File: src/rtl/z80_intc_pkg.sv
// Shared constants for the Z80 mode-2 interrupt controller: register offsets
// relative to BASE_PORT and the opcode bytes that make up RETI.
package z80_intc_pkg;

    localparam logic [7:0] OFS_MASK  = 8'd0;
    localparam logic [7:0] OFS_PEND  = 8'd1;
    localparam logic [7:0] OFS_INSVC = 8'd2;

    localparam logic [7:0] OP_ED    = 8'hED;
    localparam logic [7:0] OP_RETI2 = 8'h4D;

endpackage

File: src/rtl/z80_intc_if.sv
// Z80 CPU-side bus seen by the interrupt controller: address/data, control
// strobes, vector/register read-back and the nINT request.
interface z80_intc_if;
    logic [7:0] A;
    logic [7:0] D_in;
    logic [7:0] D_out;
    logic       D_oe;
    logic       nM1;
    logic       nMREQ;
    logic       nIORQ;
    logic       nRD;
    logic       nWR;
    logic       nINT;

    modport master (
        output A, D_in, nM1, nMREQ, nIORQ, nRD, nWR,
        input  D_out, D_oe, nINT
    );

    modport slave (
        input  A, D_in, nM1, nMREQ, nIORQ, nRD, nWR,
        output D_out, D_oe, nINT
    );
endinterface

File: src/rtl/z80_intc_prio.sv
// Find-first-set over WIDTH bits; bit 0 wins. Index is always 3 bits wide so
// callers see one type regardless of source count.
module intc_prio #(
    parameter int unsigned WIDTH = 8
) (
    input  logic [WIDTH-1:0] bits,
    output logic             valid,
    output logic [2:0]       index
);

    always_comb begin
        valid = 1'b0;
        index = 3'd0;
        for (int i = int'(WIDTH) - 1; i >= 0; i--) begin
            if (bits[i]) begin
                valid = 1'b1;
                index = 3'(i);
            end
        end
    end

endmodule

File: src/rtl/z80_intc.sv
// Vectored, prioritised IM 2 interrupt controller: edge-captures requests, drives
// nINT, supplies the vector on acknowledge and retires levels by snooping RETI.
module z80_intc
    import z80_intc_pkg::*;
#(
    parameter int unsigned NUM_SRC   = 8,
    parameter logic [7:0]  VEC_BASE  = 8'hE0,
    parameter logic [7:0]  BASE_PORT = 8'h40
) (
    input  logic               clk,
    input  logic               reset,
    input  logic [NUM_SRC-1:0] irq_src,
    z80_intc_if.slave          bus
);

    localparam logic [7:0] SRC_MASK = 8'((16'd1 << NUM_SRC) - 16'd1);

    logic [7:0] irq8, irq_prev_q, edges;
    logic [7:0] pending_q, pending_d, mask_q, mask_d, insvc_q, insvc_d;
    logic [7:0] masked, ack_set, w1c, reti_clr, ofs, op_q;
    logic [2:0] ack_idx_q, ack_idx_cur, cand_idx, isv_idx;
    logic       cand_valid, isv_valid, int_req;
    logic       ack_cond, ack_prev_q, ack_start;
    logic       wr_start, wr_prev_q, rd_sel;
    logic       fetch, fetch_prev_q, commit, reti;
    logic       prefix_q, prefix_d, nint_q;

    assign irq8   = 8'(irq_src);
    assign masked = pending_q & mask_q;
    assign ofs    = bus.A - BASE_PORT;

    intc_prio #(.WIDTH(NUM_SRC)) u_cand (
        .bits  (masked[NUM_SRC-1:0]),
        .valid (cand_valid),
        .index (cand_idx)
    );

    intc_prio #(.WIDTH(NUM_SRC)) u_insvc (
        .bits  (insvc_q[NUM_SRC-1:0]),
        .valid (isv_valid),
        .index (isv_idx)
    );

    assign ack_cond  = !bus.nM1 && !bus.nIORQ;
    assign ack_start = ack_cond && !ack_prev_q;
    assign wr_start  = !bus.nIORQ && !bus.nWR && !wr_prev_q;
    assign rd_sel    = !bus.nIORQ && !bus.nRD && bus.nM1 && (ofs <= OFS_INSVC);
    assign fetch     = !bus.nM1 && !bus.nMREQ && !bus.nRD;
    assign commit    = fetch_prev_q && !fetch;
    assign reti      = commit && prefix_q && (op_q == OP_RETI2);
    assign int_req   = cand_valid && (!isv_valid || cand_idx < isv_idx);

    // Bypass so the vector is correct in the very cycle the ack appears.
    assign ack_idx_cur = ack_start ? (cand_valid ? cand_idx : 3'd0) : ack_idx_q;

    always_comb begin
        edges    = irq8 & ~irq_prev_q & SRC_MASK;
        ack_set  = (ack_start && cand_valid) ? (8'd1 << cand_idx) : 8'd0;
        w1c      = (wr_start && ofs == OFS_PEND) ? bus.D_in : 8'd0;
        reti_clr = (reti && isv_valid) ? (8'd1 << isv_idx) : 8'd0;
        mask_d   = (wr_start && ofs == OFS_MASK) ? (bus.D_in & SRC_MASK) : mask_q;
        // New edges win over clears; RETI uses the pre-ack in-service state.
        pending_d = ((pending_q & ~w1c & ~ack_set) | edges) & SRC_MASK;
        insvc_d   = ((insvc_q & ~reti_clr) | ack_set) & SRC_MASK;
        prefix_d  = prefix_q;
        if (commit) prefix_d = (op_q == OP_ED);
    end

    always_ff @(posedge clk or posedge reset) begin
        if (reset) begin
            irq_prev_q   <= 8'd0;
            pending_q    <= 8'd0;
            mask_q       <= 8'd0;
            insvc_q      <= 8'd0;
            op_q         <= 8'd0;
            ack_idx_q    <= 3'd0;
            ack_prev_q   <= 1'b0;
            wr_prev_q    <= 1'b0;
            fetch_prev_q <= 1'b0;
            prefix_q     <= 1'b0;
            nint_q       <= 1'b1;
        end else begin
            irq_prev_q   <= irq8;
            pending_q    <= pending_d;
            mask_q       <= mask_d;
            insvc_q      <= insvc_d;
            ack_idx_q    <= ack_idx_cur;
            ack_prev_q   <= ack_cond;
            wr_prev_q    <= !bus.nIORQ && !bus.nWR;
            fetch_prev_q <= fetch;
            prefix_q     <= prefix_d;
            nint_q       <= !int_req;
            if (fetch) op_q <= bus.D_in;
        end
    end

    always_comb begin
        bus.D_oe  = 1'b0;
        bus.D_out = 8'd0;
        if (!reset) begin
            if (ack_cond) begin
                bus.D_oe  = 1'b1;
                bus.D_out = VEC_BASE | {4'd0, ack_idx_cur, 1'b0};
            end else if (rd_sel) begin
                bus.D_oe = 1'b1;
                case (ofs)
                    OFS_MASK: bus.D_out = mask_q;
                    OFS_PEND: bus.D_out = pending_q;
                    default:  bus.D_out = insvc_q;
                endcase
            end
        end
    end

    assign bus.nINT = nint_q;

endmodule

File: src/flat_wrapper.sv
// flat-port wrapper written by rule: the top's interface ports become plain ports
module z80_intc_flat import z80_intc_pkg::*;
#(
    parameter int unsigned NUM_SRC   = 8,
    parameter logic [7:0]  VEC_BASE  = 8'hE0,
    parameter logic [7:0]  BASE_PORT = 8'h40
)
  (clk, reset, irq_src, bus_A, bus_D_in, bus_nM1, bus_nMREQ, bus_nIORQ, bus_nRD, bus_nWR, bus_D_out, bus_D_oe, bus_nINT);
  z80_intc_if bus_i ();
  input  logic clk;
  input  logic reset;
  input  logic [NUM_SRC-1:0] irq_src;
  input wire logic [$bits(bus_i.A)-1:0] bus_A;
  input wire logic [$bits(bus_i.D_in)-1:0] bus_D_in;
  input wire logic [$bits(bus_i.nM1)-1:0] bus_nM1;
  input wire logic [$bits(bus_i.nMREQ)-1:0] bus_nMREQ;
  input wire logic [$bits(bus_i.nIORQ)-1:0] bus_nIORQ;
  input wire logic [$bits(bus_i.nRD)-1:0] bus_nRD;
  input wire logic [$bits(bus_i.nWR)-1:0] bus_nWR;
  output wire logic [$bits(bus_i.D_out)-1:0] bus_D_out;
  output wire logic [$bits(bus_i.D_oe)-1:0] bus_D_oe;
  output wire logic [$bits(bus_i.nINT)-1:0] bus_nINT;
  assign bus_i.A = bus_A;
  assign bus_i.D_in = bus_D_in;
  assign bus_i.nM1 = bus_nM1;
  assign bus_i.nMREQ = bus_nMREQ;
  assign bus_i.nIORQ = bus_nIORQ;
  assign bus_i.nRD = bus_nRD;
  assign bus_i.nWR = bus_nWR;
  assign bus_D_out = bus_i.D_out;
  assign bus_D_oe = bus_i.D_oe;
  assign bus_nINT = bus_i.nINT;
  z80_intc #(.NUM_SRC(NUM_SRC), .VEC_BASE(VEC_BASE), .BASE_PORT(BASE_PORT)) u_core (.clk(clk), .reset(reset), .irq_src(irq_src), .bus(bus_i));
endmodule
File: config.mk
export PLATFORM = sky130hd
export DESIGN_NAME = z80_intc_flat
export DESIGN_NICKNAME = d
export VERILOG_FILES = /design/src/rtl/z80_intc_pkg.sv /design/src/rtl/z80_intc_if.sv /design/src/rtl/z80_intc_prio.sv /design/src/rtl/z80_intc.sv /design/src/flat_wrapper.sv
export SDC_FILE = /design/constraint.sdc
export NUM_CORES = 1
export LEC_CHECK = 0
export CORE_MARGIN = 5
export CORE_UTILIZATION = 53
export DETAILED_ROUTE_END_ITERATION = 16
export DONT_BUFFER_PORTS = 1
export PLACE_DENSITY = 0.8
export SETUP_SLACK_MARGIN = 0.05
export SLEW_MARGIN = 0
export SYNTH_ARGS = -nofsm -noshare
export SYNTH_HDL_FRONTEND = slang
export SYNTH_SLANG_ARGS = --single-unit
File: constraint.sdc
create_clock -name clk -period 3.2 [get_ports clk]
set_clock_uncertainty 0.1 [all_clocks]
set_input_delay 0.96 -clock clk [delete_from_list [all_inputs] [get_ports clk]]
set_output_delay 0.96 -clock clk [all_outputs]
set_load 0.05 [all_outputs]
==> impl_metrics.yaml <==
critical_path:
  rrSetupSlack_ps: 1010
  critPathKind: "in2out"
  start_kind: "primary input"
  worstPathArrival_ps: 2330
  r2r-end: "u_core.bus.nINT"
  cp_max_fo: 14
  rr_worst_depth: 7
  critPathRequiredTime_ps: 2140
  endpoint_kind: "output pin"
  r2r-start: "u_core.mask_q[0]"
run_status:
  failed_checks: "setup timing"
  status: "complete, but fails checks"
sta:
  worstMarginPinSlew_ps: 783
  rsz0062_at_grt: "true"
  holdWs_ps: 337
  slew_violations: 0
  finalSetupViolCount: 9
  hold_viol: 0
  slew_headroom_pct: 47.5
  fmax_mhz: 295
  min_period_over_period_pct: 106
  setup_slack_ps: -185
  finalCriticalPeriod_ps: 3390
finish:
  area_growth_pct: 23.8
  layout-drive-gt1-share_pct: 26.6
  layout.nets: 295
  final_util_pct: 68.3
  diodes: 0
  nFillCells: 325
floorplan:
  ios: 41
  dieWidth_um: 77.8
  die_area_sq_mm: 0.00605
  core_region_area_sq_mm: 0.00441
  fp-row-count: 24
  start_util_pct: 55.2
  fp.dieH_um: 77.8
global_routing:
  grt.busiest_layer: "met2"
  grt_pass1_vias: 1965
  grt_max_degree: 49
  use_met3_pct: 3.13
  gr-usage-met2_pct: 33.9
  grtUsageMet1_pct: 29.4
  grt_pass1_wl_um: 10100
  track_usage_pct: 21.3
  grt.overflow.total: 0
  antenna_found_initial: 0
routing:
  drtPass1Iterations: 4
  via_count: 1947
  routedWlPerCell_um: 19.6
  post-route-drc-count: 0
  routed_via_density: 6.18
  postRouteAntennaNets: 0
  drtIter0Drc: 133
  finalWirelength_um: 6170
logic_synthesis:
  yosysSeqAreaShare_pct: 49.4
  synthSimpleGateAreaFrac_pct: 19.9
  syn_area_sq_mm: 0.00243
  ys_ff_latch: 48
  synth_warnings: 0
  synth-adder-area-share_pct: 1.03
  yosysUniqueCellTypes: 47
  avgSynthCellArea_sq_um: 10.3
  synth_top_family_by_area: "simple AND/OR/NAND/NOR gates"
  ys_async_sr_fraction_pct: 100
  synth_nets: 269
  synthCells: 236
  synth_compound_area_share_pct: 16.0
  synth_xor_area_share_pct: 0
  synthMuxAreaShare_pct: 11.2
  synth_flop_cell: "dfrtp_1"
  synth_edf_count: 0
power_and_ir_drop:
  ir_drop_mv: 0.339
  powerDensity_mw_per_mm2: 414
  p_total_mw: 1.25
  total_leakage_power_nw: 1.25
clocking:
  cts-root-buf: "clkbuf_8"
  cts_setup_buffers: 0
  cts.clk_slew.worst_paths_ps: 90
  cts_tree: "done"
  cts_made_buffers: 5
  htreeDepth: 2
  cts_sinks: 48
  clockBufferDepth: 2
  clock_latency_ps: 300
  hold_buffers: 0
placed_design:
  dp.final_hpwl_um: 4700
  portBuffers: 0
  gp_congestion: 0.895
min_path:
  whs_path_depth: 1
  worstHoldStart: "u_core.irq_prev_q[1]"
  hold_class: "reg2reg"
  hold-path-endpoint: "u_core.pending_q[1]"
job:
  max-cap-violations: 0
[final cells by class]
cell class | instances | area (sq um) | share of cell area [%]
clock buffer | 7 | 86.3 | 2.86
clock inverter | 1 | 7.51 | 0.249
inverter | 11 | 45.0 | 1.49
multi-input combinational | 173 | 1320 | 43.8
sequential | 48 | 1200 | 39.9
tap | 52 | 65.1 | 2.16
timing repair buffer | 23 | 288 | 9.54
[routing by layer]
| metal | wire (um) | vias up |
|---|---|---|
| met1 | 2520 | 950 |
| met2 | 3130 | 69 |
| met5 | 0 | - |
| met3 | 436 | 10 |
| li1 | - | 918 |
| met4 | 83 | 0 |
[worst max path at each step]
stage | from | endpoint | slack [ps]
global placement | bus_A[5] | bus_D_out[3] | -180
floorplan | bus_A[5] | bus_D_out[0] | -320
finish | bus_A[5] | bus_D_out[4] | -190
global route | bus_A[5] | bus_D_out[4] | -240
detailed placement | bus_A[5] | bus_D_out[3] | -200
CTS | bus_A[5] | bus_D_out[4] | -200
[cell usage after synthesis (all sizes together) (2+ instances only)]
| library cell | count | area [sq um] |
|---|---|---|
| o2bb2ai | 2 | 17.5 |
| o22ai | 6 | 37.5 |
| nor2b | 2 | 12.5 |
| o211ai | 3 | 22.5 |
| and2 | 5 | 31.3 |
| mux2 | 18 | 203 |
| or4 | 3 | 26.3 |
| ha | 2 | 25.0 |
| inv | 11 | 41.3 |
| nor3 | 7 | 51.3 |
| nor2 | 13 | 48.8 |
| nand4b | 2 | 17.5 |
| a22oi | 3 | 22.5 |
| a21oi | 4 | 20.0 |
| or3 | 3 | 18.8 |
| nand2 | 35 | 131 |
| nand3 | 8 | 40.0 |
| buf | 2 | 10.0 |
| nand2b | 4 | 25.0 |
| o31ai | 4 | 30.0 |
| clkbuf | 2 | 7.51 |
| o21ai | 16 | 80.1 |
| mux2i | 7 | 70.1 |
| a211oi | 2 | 15.0 |
| a32o | 7 | 70.1 |
| dfrtp | 47 | 1180 |
[worst max-delay path: stages]
cell      delay (ps)
or4b_4           570
nor3_4           180
buf_12           160
nor2_1            70
a211oi_4         210
buf_12           170
[kinds of logic after synthesis]
logic type / after synthesis
simple gates: 90
buf+inv: 15
compound gates: 56
flops: 48
fa+ha+maj: 2
mux: 25
[power by group]
part	switching, mW	internal (mW)	leakage, nW	total [mW]
clock	0.196	0.176	0.0445	0.372
sequential	0.0405	0.651	0.577	0.691
combinational	0.0997	0.0851	0.627	0.185
total	0.336	0.912	1.25	1.25
[flip-flops by register name, summed over array words and instances (netlist names)]
| name | cells |
|---|---|
| u_core.ack_idx_q | 3 |
| u_core.ack_prev_q | 1 |
| u_core.bus.nINT | 1 |
| u_core.fetch_prev_q | 1 |
| u_core.insvc_q | 8 |
| u_core.irq_prev_q | 8 |
| u_core.mask_q | 8 |
| u_core.op_q | 8 |
| u_core.pending_q | 8 |
| u_core.prefix_q | 1 |
| u_core.wr_prev_q | 1 |
[through the flow]
step / setup WS, ps / instances / setup TNS, ps / instance area [sq um]
5_1_grt: -237 / 315 / -1830 / 3020
6_report: -185 / 315 / -1300 / 3020
3_5_place_dp: -199 / 307 / -1520 / 2890
4_1_cts: -198 / 315 / -1420 / 3010
3_3_place_gp: -181 / 307 / -1220 / 2890
2_1_floorplan: -321 / 236 / -2180 / 2580
[placed cells by master (no fill, tap or decap), drive strengths merged, types with 2 or more instances in the layout]
cell type   n
dfrtp      47
nand2      35
buf        23
mux2       18
o21ai      16
nor2       13
inv        10
nand3       8
a32o        7
mux2i       7
clkbuf      7
nor3        7
o22ai       6
and2        5
a21oi       4
nand2b      4
o31ai       4
a22oi       3
or3         3
o211ai      3
or4         3
clkinvlp    2
a211oi      2
o2bb2ai     2
nor2b       2
nand4b      2
ha          2
[repair_timing]
| action | in CTS | in global routing |
|---|---|---|
| hold endpoints to repair | 0 | 0 |
| pin swaps | 2 | 2 |
| endpoints found under the setup margin | 9 | 9 |
| resized for setup | 8 | 2 |
No activity file was read; power rests on OpenSTA's default activity.
